File: config.mk
export PLATFORM = sky130hd
export DESIGN_NAME = wf_gather_ctrl
export DESIGN_NICKNAME = d
export VERILOG_FILES = /design/src/rtl/wf_gather_ctrl_pkg.sv /design/src/rtl/wf_gather_done_fifo.sv /design/src/rtl/wf_gather_ctrl.sv
export SDC_FILE = /design/constraint.sdc
export NUM_CORES = 1
export LEC_CHECK = 0
export CORE_MARGIN = 4
export CORE_UTILIZATION = 44
export CTS_CLUSTER_DIAMETER = 200
export DETAILED_ROUTE_END_ITERATION = 10
export HOLD_SLACK_MARGIN = 0.15
export PLACE_DENSITY = 0.68
export REMOVE_ABC_BUFFERS = 1
export SLEW_MARGIN = 10
export SYNTH_ARGS = -nofsm -noshare
export SYNTH_HDL_FRONTEND = slang
export SYNTH_SLANG_ARGS = --single-unit
File: constraint.sdc
create_clock -name clock -period 10 [get_ports clock]
set_input_delay 3 -clock clock [delete_from_list [all_inputs] [get_ports clock]]
set_output_delay 3 -clock clock [all_outputs]
set_load 0.01 [all_outputs]
File: src/rtl/wf_gather_ctrl_pkg.sv
// Shared parameters and record types for the wavefront gather-count controller.
package wf_gather_ctrl_pkg;

  localparam int NUM_WF  = 16;
  localparam int WF_ID_W = 4;
  localparam int CNT_W   = 3;

  typedef logic [WF_ID_W-1:0] wf_id_t;
  typedef logic [CNT_W-1:0]   cnt_t;

  typedef struct packed {
    wf_id_t wf_id;
  } done_tok_t;

  typedef struct packed {
    logic   valid;
    wf_id_t addr;
    cnt_t   data;
  } fwd_rec_t;

  // A slot with expected == 0 is unallocated and must never complete, even when the count wraps to 0.
  function automatic logic cnt_hits(input cnt_t count, input cnt_t expected);
    return (expected != '0) && (count == expected);
  endfunction

endpackage

File: src/rtl/wf_gather_done_fifo.sv
// Small valid/ready FIFO for done tokens; exposes its occupancy so the producer can reserve space upstream.
module wf_gather_done_fifo #(
  parameter int DEPTH = 2,
  parameter int W     = 4,
  parameter int PTR_W = (DEPTH > 1) ? $clog2(DEPTH) : 1,
  parameter int CW    = $clog2(DEPTH + 1)
) (
  input  logic          clock,
  input  logic          reset,
  input  logic          push_valid_i,
  input  logic [W-1:0]  push_data_i,
  output logic          pop_valid_o,
  input  logic          pop_ready_i,
  output logic [W-1:0]  pop_data_o,
  output logic [CW-1:0] count_o
);

  logic [W-1:0]     mem_q [DEPTH];
  logic [PTR_W-1:0] wr_ptr_q, wr_ptr_d;
  logic [PTR_W-1:0] rd_ptr_q, rd_ptr_d;
  logic [CW-1:0]    count_q, count_d;
  logic             push, pop;

  function automatic logic [PTR_W-1:0] ptr_inc(input logic [PTR_W-1:0] p);
    return (p == PTR_W'(DEPTH - 1)) ? '0 : p + 1'b1;
  endfunction

  assign pop  = (count_q != '0) && pop_ready_i;
  assign push = push_valid_i && (count_q != CW'(DEPTH));

  always_comb begin
    wr_ptr_d = push ? ptr_inc(wr_ptr_q) : wr_ptr_q;
    rd_ptr_d = pop ? ptr_inc(rd_ptr_q) : rd_ptr_q;
    count_d  = count_q;
    if (push && !pop) begin
      count_d = count_q + 1'b1;
    end else if (pop && !push) begin
      count_d = count_q - 1'b1;
    end
  end

  always_ff @(posedge clock) begin
    if (reset) begin
      wr_ptr_q <= '0;
      rd_ptr_q <= '0;
      count_q  <= '0;
    end else begin
      wr_ptr_q <= wr_ptr_d;
      rd_ptr_q <= rd_ptr_d;
      count_q  <= count_d;
    end
  end

  always_ff @(posedge clock) begin
    if (push) begin
      mem_q[wr_ptr_q] <= push_data_i;
    end
  end

  assign pop_valid_o = (count_q != '0);
  assign pop_data_o  = mem_q[rd_ptr_q];
  assign count_o     = count_q;

endmodule

File: src/rtl/wf_gather_ctrl.sv
// Read-modify-write gather-count controller: counts per-wavefront events and emits a done token on reaching the allocated total.
// Optional sticky overflow check built when WF_GATHER_OVERFLOW_CHK_EN is defined.
module wf_gather_ctrl
  import wf_gather_ctrl_pkg::*;
#(
  parameter int OUT_DEPTH = 2
) (
  input  logic               clock,
  input  logic               reset,
  input  logic               alloc_valid,
  output logic               alloc_ready,
  input  logic [WF_ID_W-1:0] alloc_wf_id,
  input  logic [CNT_W-1:0]   alloc_num,
  input  logic               in_valid,
  output logic               in_ready,
  input  logic [WF_ID_W-1:0] in_wf_id,
  output logic               out_valid,
  input  logic               out_ready,
  output logic [WF_ID_W-1:0] out_wf_id,
  output logic               mem_w_en,
  output logic [WF_ID_W-1:0] mem_w_addr,
  output logic [CNT_W-1:0]   mem_w_data,
  output logic               mem_r_en,
  output logic [WF_ID_W-1:0] mem_r_addr,
  input  logic [CNT_W-1:0]   mem_r_data
`ifdef WF_GATHER_OVERFLOW_CHK_EN
  ,
  output logic               err_overflow,
  output logic [WF_ID_W-1:0] err_wf_id
`endif
);

  localparam int FIFO_CW = $clog2(OUT_DEPTH + 1);

  logic                        s1_valid_q, s1_valid_d;
  wf_id_t                      s1_wf_q, s1_wf_d;
  logic                        s1_fwd_hit_q, s1_fwd_hit_d;
  cnt_t                        s1_fwd_data_q, s1_fwd_data_d;
  logic [NUM_WF-1:0][CNT_W-1:0] expected_vec;
  cnt_t                        s1_expected;
  cnt_t                        old_cnt, new_cnt;
  logic                        s1_done;
  logic                        in_fire, alloc_fire;
  fwd_rec_t                    fwd;
  logic [FIFO_CW-1:0]          fifo_count;
  done_tok_t                   push_tok, head_tok;

  // Reserving FIFO space for the S1 occupant guarantees S1 never stalls.
  assign in_ready    = (int'(fifo_count) + int'(s1_valid_q)) < OUT_DEPTH;
  assign alloc_ready = !s1_valid_q;
  assign in_fire     = in_valid && in_ready;
  assign alloc_fire  = alloc_valid && alloc_ready;

  assign mem_r_en   = in_fire;
  assign mem_r_addr = in_wf_id;

  for (genvar gi = 0; gi < NUM_WF; gi++) begin : g_slot
    cnt_t expected_q;
    always_ff @(posedge clock) begin
      if (reset) begin
        expected_q <= '0;
      end else if (alloc_fire && (alloc_wf_id == WF_ID_W'(gi))) begin
        expected_q <= alloc_num;
      end
    end
    assign expected_vec[gi] = expected_q;
  end

  assign s1_expected = expected_vec[s1_wf_q];
  assign old_cnt     = s1_fwd_hit_q ? s1_fwd_data_q : mem_r_data;
  assign new_cnt     = old_cnt + 1'b1;
  assign s1_done     = s1_valid_q && cnt_hits(new_cnt, s1_expected);

  // The single write port goes to S1 first; an alloc only writes when S1 is idle.
  always_comb begin
    fwd = '0;
    if (s1_valid_q) begin
      fwd.valid = 1'b1;
      fwd.addr  = s1_wf_q;
      fwd.data  = s1_done ? '0 : new_cnt;
    end else if (alloc_fire) begin
      fwd.valid = 1'b1;
      fwd.addr  = alloc_wf_id;
      fwd.data  = '0;
    end
  end

  assign mem_w_en   = fwd.valid;
  assign mem_w_addr = fwd.addr;
  assign mem_w_data = fwd.data;

  // The write landing this cycle may collide with the S0 read; capture it so S1 never depends on RAM collision behaviour.
  always_comb begin
    s1_valid_d    = in_fire;
    s1_wf_d       = in_wf_id;
    s1_fwd_hit_d  = fwd.valid && (fwd.addr == in_wf_id);
    s1_fwd_data_d = fwd.data;
  end

  always_ff @(posedge clock) begin
    if (reset) begin
      s1_valid_q    <= 1'b0;
      s1_wf_q       <= '0;
      s1_fwd_hit_q  <= 1'b0;
      s1_fwd_data_q <= '0;
    end else begin
      s1_valid_q    <= s1_valid_d;
      s1_wf_q       <= s1_wf_d;
      s1_fwd_hit_q  <= s1_fwd_hit_d;
      s1_fwd_data_q <= s1_fwd_data_d;
    end
  end

  assign push_tok = done_tok_t'(s1_wf_q);

  wf_gather_done_fifo #(
    .DEPTH (OUT_DEPTH),
    .W     ($bits(done_tok_t)),
    .CW    (FIFO_CW)
  ) u_done_fifo (
    .clock        (clock),
    .reset        (reset),
    .push_valid_i (s1_done),
    .push_data_i  (push_tok),
    .pop_valid_o  (out_valid),
    .pop_ready_i  (out_ready),
    .pop_data_o   (head_tok),
    .count_o      (fifo_count)
  );

  assign out_wf_id = head_tok.wf_id;

`ifdef WF_GATHER_OVERFLOW_CHK_EN
  logic   err_q, err_d;
  wf_id_t err_wf_q, err_wf_d;
  logic   ovf_hit;

  assign ovf_hit = s1_valid_q && ((s1_expected == '0) || (old_cnt >= s1_expected));

  // Only the first offender is recorded; the flag stays set until reset.
  always_comb begin
    err_d    = err_q;
    err_wf_d = err_wf_q;
    if (ovf_hit && !err_q) begin
      err_d    = 1'b1;
      err_wf_d = s1_wf_q;
    end
  end

  always_ff @(posedge clock) begin
    if (reset) begin
      err_q    <= 1'b0;
      err_wf_q <= '0;
    end else begin
      err_q    <= err_d;
      err_wf_q <= err_wf_d;
    end
  end

  assign err_overflow = err_q;
  assign err_wf_id    = err_wf_q;
`endif

endmodule
**Yosys cells after proc, flatten, opt, wreduce, memory -nomap -nowiden**

Memories as Yosys holds them, arrays and structs flattened. A register that Yosys moved wholly into a read port is not among the register bits.
Cells that the tools add are included.

- Add/subtract/negate cells: 6
- Order comparisons: 2
- Equal/unequal tests: 18
- Mux-type cells: 14
- Reduce and logical (&&, ||, !) cells: 32

Operators with widths:

| kind | number |
|---|---|
| $eq 4x4->1 const B | 8 |
| $logic_and 1x1->1 | 25 |
| $eq 4x3->1 const B | 4 |
| $mux 8 | 2 |
| $bmux 3 s4 | 1 |
| $mux 3 | 3 |
| $eq 4x2->1 const B | 2 |
| $mux 1 | 6 |
| $lt 4x5->1 const B | 1 |
| $eq 4x1->1 const B | 1 |
| $eq 4x4->1 | 1 |
| $logic_not 4->1 | 1 |
| $mux 2 | 2 |
| $reduce_bool 2->1 | 2 |
| $add 2x1->3 | 1 |
| $add 3x1->3 const B | 1 |
| $eq 3x3->1 | 1 |
| $logic_not 1->1 | 3 |
| $lt 3x2->1 const B | 1 |
| $reduce_bool 3->1 | 1 |
| $add 1x1->1 const B | 2 |
| $add 2x1->2 const B | 1 |
| $ne 2x2->1 const B | 1 |
| $sub 2x1->2 const B | 1 |

- Bits in registers: 61
- Memory bits (writable): 8
- Output and inout bits: 20
- Word-level logic and storage cells: 96
- Memories kept: 1

Memory list:

| name | depth | width | read ports | clocked after Yosys merged registers in | write ports | RTL line | source |
|---|---|---|---|---|---|---|---|
| u_done_fifo.mem_q | 2 | 4 | 1 | 1 | 1 | wf_gather_done_fifo.sv:18 | `logic [W-1:0] mem_q [DEPTH];` |

**Logic depth before layout (Yosys ltp)**

Gate-level depths: netlist of the first run.

- Depth in word-level cells: 10
- Mapped depth: 12

**By module**

Synthesis of the first run repeated with hierarchy kept, for this count alone.

- Cells, all modules: 357
- Area total of the unflattened synthesis: 3372.0 µm²

By module, submodules not included:

| module | times used | cells an instance | area an instance (µm²) | sequential area each (µm²) |
|---|---|---|---|---|
| wf_gather_ctrl | 1 | 319 | 2866.5 | 1141.1 |
| wf_gather_done_fifo | 1 | 38 | 505.5 | 340.3 |

**Least setup slack after synthesis of the first run**

OpenSTA, ideal clock, no wires.

- Kind: input port to output port
- Start point: input port mem_r_data[0]
- End point: output port mem_w_data[0]
- Arrival time: 4.505 ns
- Data required time: 7.000 ns
- Slack: 2.495 ns
- Stages: 8
- Cells stage by stage: mux2_2 > ha_1 > xor2_1 > o211ai_1 > o32ai_2 > o221ai_2 > nand2_1 > nor2_1

- Word-level cells in the longest chain between the ends: 7

RTL lines:

| element | RTL line | source |
|---|---|---|
| from (decl) | wf_gather_ctrl.sv:25 | `input logic [CNT_W-1:0] mem_r_data` |
| $mux 3 * | wf_gather_ctrl.sv:70 | `assign old_cnt = s1_fwd_hit_q ? s1_fwd_data_q : mem_r_data;` |
| $add 3x1->3 * | wf_gather_ctrl.sv:71 | `assign new_cnt = old_cnt + 1'b1;` |
| $eq 3x3->1 | wf_gather_ctrl_pkg.sv:23 | `return (expected != '0) && (count == expected);` |
| $logic_and 1x1->1 | wf_gather_ctrl_pkg.sv:23 |  |
| $logic_and 1x1->1 | wf_gather_ctrl.sv:72 | `assign s1_done = s1_valid_q && cnt_hits(new_cnt, s1_expected);` |
| $mux 3 * | wf_gather_ctrl.sv:80 | `fwd.data = s1_done ? '0 : new_cnt;` |
| $mux 8 * | wf_gather_ctrl.sv:77 | `if (s1_valid_q) begin` |
| to (decl) | wf_gather_ctrl.sv:22 | `output logic [CNT_W-1:0] mem_w_data,` |

Every way passes the cells marked *; elsewhere a longest branch is shown, timed or not.

**Worst setup path in the final report of the first run**

- Start point: input port mem_r_data[0]
- End point: output port mem_w_data[1]

Same word-level chain as after synthesis.

==> impl_metrics.ini, run 1 <==
[flow_run]
cap_violations = 0

[final_layout]
final_area_um2 = 3980
layout-drive-gt1-share = 0.108
seq_area_um2 = 1480
nNetsFinal = 415
syn_to_final_growth_pct = 18.5
multi_input_area_um2 = 1700
n_antenna_cell = 0
fill_cells = 640

[worst_setup_path]
cp_cell_sequence = clkdlybuf4s50_1 -> mux2_2 -> ha_1 -> xor2_1 -> o211ai_1 -> o32ai_2 -> o221ai_2 -> nand2_1 -> nor2_1 -> clkdlybuf4s50_1
endpoint = mem_w_data[1]
crit_buf_inv = 2
criticalPathCategory = in2out
critPathSlowestCell = clkdlybuf4s50_1
required_ps = 7000
crit_family = buffers and inverters
slowest_delay_ps = 540
timing.rr.start = push_tok[1]
cp-start-kind = primary input
crit_arrival_ps = 5560
endpoint_kind = primary output
rrSetupSlack_ps = 6780
path_max_fanout = 6
rr_endpoint = u_done_fifo.count_o[1]
path_common_cell = clkdlybuf4s50_1
crit_start = mem_r_data[0]
r2r_cells = 10
path_depth = 10

[floorplanning]
initial_core_util = 0.458
ios = 39
rows = 31
fp.dieArea_um2 = 9100
design.core.area_um2 = 7330
fp.dieW_um = 95.4
die_y_um = 95.4

[placement]
dp_hpwl_um = 5340
postPlaceCellArea_um2 = 3750
gp_congestion = 0.906
portBuffers = 38

[power_and_ir_drop]
p_leak_uw = 0.00141
power.internal_uw = 513
p_switching_uw = 169
pwr-share-comb = 0.162
p_per_area_nw_per_um2 = 172
clkPwrFrac = 0.391
vdd_drop_max_mv = 0.0813
power_frac_seq = 0.447
sw_frac_of_total = 0.248

[global_routing]
grt_max_degree = 64
grt_pass1_wl_um = 12400
antenna_found_initial = 0
grtUsageTotal = 0.180
grt_pass1_vias = 2538
overflow = 0

[synthesis]
ys.warnings.count = 0
syn_inst = 368
yosys.cell_types.count = 43
syn_avg_cell_area_um2 = 9.13
synth_seq_area_share = 0.441
ys_ff_latch = 70
netlist_area_um2 = 3360

[cts]
cts.clk_slew.worst_paths_ps = 70
clk_path_buf_depth = 2
cts.htree.levels = 3
root_buffer = clkbuf_8
cts-hold-fix-buffers = 0
ctsResizeCount = 0
cts_setup_buffers = 0
cts_made_buffers = 9
cts_tree = done
cts_sinks = 70
insertion_delay_ps = 350

[timing]
min_period_ps = 8560
finalClockSkew_ps = 11.9
setup_viol = 0
slew_headroom = 0.307
hold_viol = 0
worstMarginPinSlew_ps = 1030
slew_viol_final = 0
rsz0062_at_grt = false
max_freq_ghz = 0.117
finalCritPeriodShare = 0.856
setup-tns-final_ps = 0

[drt]
wire_per_inst_um = 15.3
drtAntennaViolNets = 0
via_per_inst = 5.30
routed_wl_um = 7610
drcViolationCount = 0
drt_iter0_markers = 191
drtPass1Iterations = 4
vias = 2637

[outcome]
status = finished, final reports clean

[hold_path]
hp-class = reg2reg
## cells in the mapped netlist (all sizes together)
cell type | instances | share of area
a21oi | 39 | 0.059
a221oi | 1 | 0.0026
a22o | 5 | 0.015
a22oi | 6 | 0.013
and2 | 3 | 0.0063
and2b | 2 | 0.0052
and3 | 2 | 0.0041
buf | 10 | 0.024
clkbuf | 19 | 0.021
dfxtp | 62 | 0.37
edfxtp | 8 | 0.072
ha | 2 | 0.0074
inv | 8 | 0.0089
mux2 | 9 | 0.031
mux2i | 36 | 0.11
mux4 | 4 | 0.031
nand2 | 45 | 0.050
nand2b | 1 | 0.0019
nand3 | 29 | 0.043
nand4 | 1 | 0.0019
nor2 | 33 | 0.038
nor2b | 11 | 0.020
nor3 | 7 | 0.010
nor3b | 3 | 0.0067
nor4 | 3 | 0.0056
o211ai | 1 | 0.0022
o21ai | 5 | 0.0074
o221ai | 1 | 0.0045
o22ai | 1 | 0.0019
o32ai | 1 | 0.0048
or2 | 1 | 0.0019
or3 | 3 | 0.0056
xnor2 | 1 | 0.0026
xor2 | 5 | 0.013
## cell usage in the layout (no fill, tap or decap), types with 4 or more instances in the layout
cell / n
dfxtp_1: 62
nand2_1: 45
a21oi_1: 38
clkdlybuf4s50_1: 37
mux2i_1: 36
nor2_1: 32
nand3_1: 29
nor2b_1: 11
clkbuf_8: 9
mux2_2: 8
inv_1: 8
edfxtp_1: 8
nor3_1: 7
a22oi_1: 6
buf_4: 6
a22o_2: 5
xor2_1: 5
o21ai_0: 5
mux4_1: 4
## how the worst min path moves through the flow
stage / from / slack (ps) / to / cells after the start
floorplan: g_slot[2].expected_q[0] / 430 / g_slot[2].expected_q[0] / 2
global placement: g_slot[1].expected_q[0] / 440 / g_slot[1].expected_q[0] / 2
detailed placement: g_slot[5].expected_q[1] / 450 / g_slot[5].expected_q[1] / 2
CTS: g_slot[5].expected_q[1] / 460 / g_slot[5].expected_q[1] / 2
global route: g_slot[5].expected_q[2] / 480 / g_slot[5].expected_q[2] / 2
finish: g_slot[9].expected_q[1] / 450 / g_slot[9].expected_q[1] / 2
## per-stage QoR
stage / total power, uW / utilization / std cells / hold WS, ps / setup WS (ps)
2_1_floorplan: 368 / - / 339 / 425 / 2490
3_3_place_gp: 421 / 0.512 / 482 / 439 / 1540
3_5_place_dp: 422 / 0.512 / 482 / 446 / 1450
4_1_cts: 688 / 0.543 / 498 / 456 / 1440
5_1_grt: 713 / 0.543 / 498 / 477 / 1280
6_report: 683 / 0.543 / 498 / 453 / 1440
## worst min-delay path, stage by stage, from the launching register on
cell and delay, ps:
dfxtp_1 310, nand2_1 50, a21oi_1 50
## registers in the layout (all words and copies together), names as in the netlist, named ones only
register,cells
u_done_fifo.wr_ptr_q,1
s1_valid_q,1
s1_fwd_hit_q,1
u_done_fifo.mem_q,8
s1_fwd_data_q,3
u_done_fifo.rd_ptr_q,1
push_tok,4
g_slot.expected_q,48
u_done_fifo.count_o,2
## kinds of logic after synthesis
family,after synthesis,share of synthesized area
adder cells (fa/ha/maj),2,0.00745
AND/OR/NAND/NOR,144,0.201
multiplexers,49,0.170
buffers and inverters,37,0.0540
AO/OA/AOI/OAI,60,0.111
XOR/XNOR,6,0.0156
flip-flops,70,0.441
## power by group through the flow
| stage | Sequential [uW] | Clock, uW | Combinational (uW) |
|---|---|---|---|
| floorplan | 310 | 0 | 57.9 |
| CTS | 305 | 272 | 111 |
| global placement | 312 | 0 | 109 |
| detailed placement | 312 | 0 | 110 |
| finish | 305 | 267 | 110 |
| global route | 307 | 286 | 120 |
## per-layer routing
| metal | vias to the layer above | wire (um) | GRT usage |
|---|---|---|---|
| met3 | 11 | 426 | 0.0489 |
| met1 | 1222 | 3710 | 0.238 |
| met5 | - | 0 | 0 |
| met4 | 0 | 159 | 0.0723 |
| li1 | 1340 | - | - |
| met2 | 64 | 3310 | 0.279 |
## layout make-up
| cell class | count | share of cell area |
|---|---|---|
| clock buffer | 11 | 0.0330 |
| clock inverter | 5 | 0.0245 |
| multi-input combinational | 261 | 0.426 |
| sequential | 70 | 0.372 |
| tap | 99 | 0.0311 |
| inverter | 8 | 0.00754 |
| timing repair buffer | 44 | 0.106 |
Power figures use the tool's default switching activity.
==> inputs of run 2 (changes only) <==
==> constraint.sdc (replaced) <==
create_clock -name clock -period 9.1 [get_ports clock]
set_input_delay 2.73 -clock clock [delete_from_list [all_inputs] [get_ports clock]]
set_output_delay 2.73 -clock clock [all_outputs]
set_load 0.01 [all_outputs]
==> results of run 2 <==
The final DEF is identical to that of run 1. Status: finished, final reports clean.
Among the figures that moved: setup slack after placement 1450 ps -> 1090 ps; setup slack after layout 1440 ps -> 1080 ps; register-to-register setup slack 6780 ps -> 5880 ps; total power 683 uW -> 750 uW; worst IR drop on VDD 0.0813 mV -> 0.0894 mV
==> inputs of run 3 (changes only) <==
--- a/config.mk
+++ b/config.mk
@@ -10,7 +10,7 @@
 export CTS_CLUSTER_DIAMETER = 200
 export DETAILED_ROUTE_END_ITERATION = 10
 export HOLD_SLACK_MARGIN = 0.15
-export PLACE_DENSITY = 0.68
+export PLACE_DENSITY = 0.71
 export REMOVE_ABC_BUFFERS = 1
 export SLEW_MARGIN = 10
 export SYNTH_ARGS = -nofsm -noshare
==> constraint.sdc (replaced) <==
create_clock -name clock -period 6.8 [get_ports clock]
set_input_delay 2.04 -clock clock [delete_from_list [all_inputs] [get_ports clock]]
set_output_delay 2.04 -clock clock [all_outputs]
set_load 0.01 [all_outputs]
==> impl_metrics.ini, run 3 (same netlist as run 1, synthesis figures left out) <==
[placement]
portBuffers = 38
dp.cells = 481
gp_congestion = 0.888
dp_hpwl_um = 5200

[cts]
clk_path_buf_depth = 2
cts.clk_slew.worst_paths_ps = 70
cts.htree.levels = 3
cts_sinks = 70
root_buffer = clkbuf_8
cts_tree = done
cts_made_buffers = 9
insertion_delay_ps = 350

[timing]
min_period_ps = 6620
slew_viol_final = 0
hold_viol = 0
rsz0062_at_grt = false
timing.hold.ws_ps = 454
setup-tns-final_ps = 0
max_freq_ghz = 0.151
finalClockSkew_ps = 9.16
slew_headroom = 0.369
worstMarginPinSlew_ps = 944
setup_viol = 0
finalCritPeriodShare = 0.973

[drt]
wire_per_inst_um = 15.2
vias = 2662
drtPass1Iterations = 4
via_per_inst = 5.36
wl_met3_um = 421
dr.max_layer_used = met4
route.met2.wl_um = 3440
wl_met1_um = 3540
drtAntennaViolNets = 0
drcViolationCount = 0
routed_wl_um = 7540
drt_iter0_markers = 122

[worst_setup_path]
required_ps = 4760
crit_family = buffers and inverters
criticalPathCategory = in2out
critPathSlowestCell = clkdlybuf4s50_1
cp-start-kind = primary input
cp_cell_sequence = clkdlybuf4s50_1 -> mux2_2 -> ha_1 -> xor2_2 -> o211ai_1 -> o32ai_2 -> o221ai_2 -> nand2_2 -> nor2_1 -> clkdlybuf4s50_1
path_common_cell = clkdlybuf4s50_1
slowest_delay_ps = 550
crit_buf_inv = 2
crit_arrival_ps = 4580
endpoint_kind = primary output
path_max_fanout = 6

[floorplanning]
ios = 39
design.core.area_um2 = 7330
fp.dieArea_um2 = 9100
die_y_um = 95.4
initial_core_util = 0.458
fp.dieW_um = 95.4
rows = 31

[global_routing]
grtUsageTotal = 0.178
grt_pass1_vias = 2548
grt_max_degree = 64
overflow = 0
antenna_found_initial = 0
grt_pass1_wl_um = 12400

[final_layout]
nNetsFinal = 414
final_common_cell = dfxtp_1
syn_to_final_growth_pct = 18.0
final_cell_mix = dfxtp_1, nand2_1, a21oi_1
layout-drive-gt1-share = 0.118
largest_reg_flops = 48
fill_cells = 651
stdcell_count = 497
top_register = g_slot.expected_q
n_antenna_cell = 0

[flow_run]
cap_violations = 0

[power_and_ir_drop]
p_switching_uw = 256
power.internal_uw = 705
p_leak_uw = 0.00141
sw_frac_of_total = 0.266
power_frac_seq = 0.467
p_per_area_nw_per_um2 = 242
clkPwrFrac = 0.364
pwr-share-comb = 0.169
vdd_drop_max_mv = 0.101

[outcome]
status = finished, final reports clean

[hold_path]
hp-class = reg2reg
run 3: cell type report:
cell class                 count  area (um^2)  area share
multi-input combinational    261         1710       0.430
inverter                       8         30.0     0.00757
sequential                    70         1480       0.374
clock inverter                 5         57.6      0.0145
timing repair buffer          43          413       0.104
tap                           99          124      0.0312
clock buffer                  11          153      0.0385
run 3: tightest hold or removal path, stage by stage (launching register included):
cell and delay, ps:
dfxtp_1 310, nand2_1 50, a21oi_1 50
run 3: metrics by stage:
stage / instance area [um^2] / worst slack, ps / util / total power, uW
finish: 3970 / 182 / 0.541 / 961
global route: 3970 / 34.3 / 0.541 / 1000
CTS: 3960 / 142 / 0.540 / 966
detailed placement: 3740 / 159 / 0.511 / 619
global placement: 3740 / 263 / 0.511 / 618
floorplan: 3210 / 1210 / - / 541
run 3: path summary, 6_finish.rpt:
check	depth (start not counted)	from	endpoint	slack [ps]
min	2	g_slot[8].expected_q[0]	g_slot[8].expected_q[0]	450
max	10	mem_r_data[0]	mem_w_data[1]	180
max reg2reg	10	push_tok[1]	u_done_fifo.count_o[1]	3540
min reg2reg	2	g_slot[8].expected_q[0]	g_slot[8].expected_q[0]	450
run 3: power groups by stage:
stage          Sequential [uW]  Clock (uW)  Combinational [uW]
2_1_floorplan              456           0                85.1
3_3_place_gp               458           0                 160
3_5_place_dp               458           0                 161
4_1_cts                    449         355                 162
5_1_grt                    451         373                 177
6_report                   449         349                 162
run 3: timing repair:
| action | 4_1_cts | 5_1_grt |
|---|---|---|
| endpoints found under the setup margin | 0 | 3 |
| setup buffers | 0 | 0 |
| gates resized for setup | 0 | 2 |
| hold buffers | 0 | 0 |
run 3: metal layers:
layer | track usage | vias to the layer above
met5 | 0 | -
met1 | 0.230 | 1241
met4 | 0.0687 | 0
met2 | 0.285 | 71
li1 | - | 1337
met3 | 0.0466 | 13
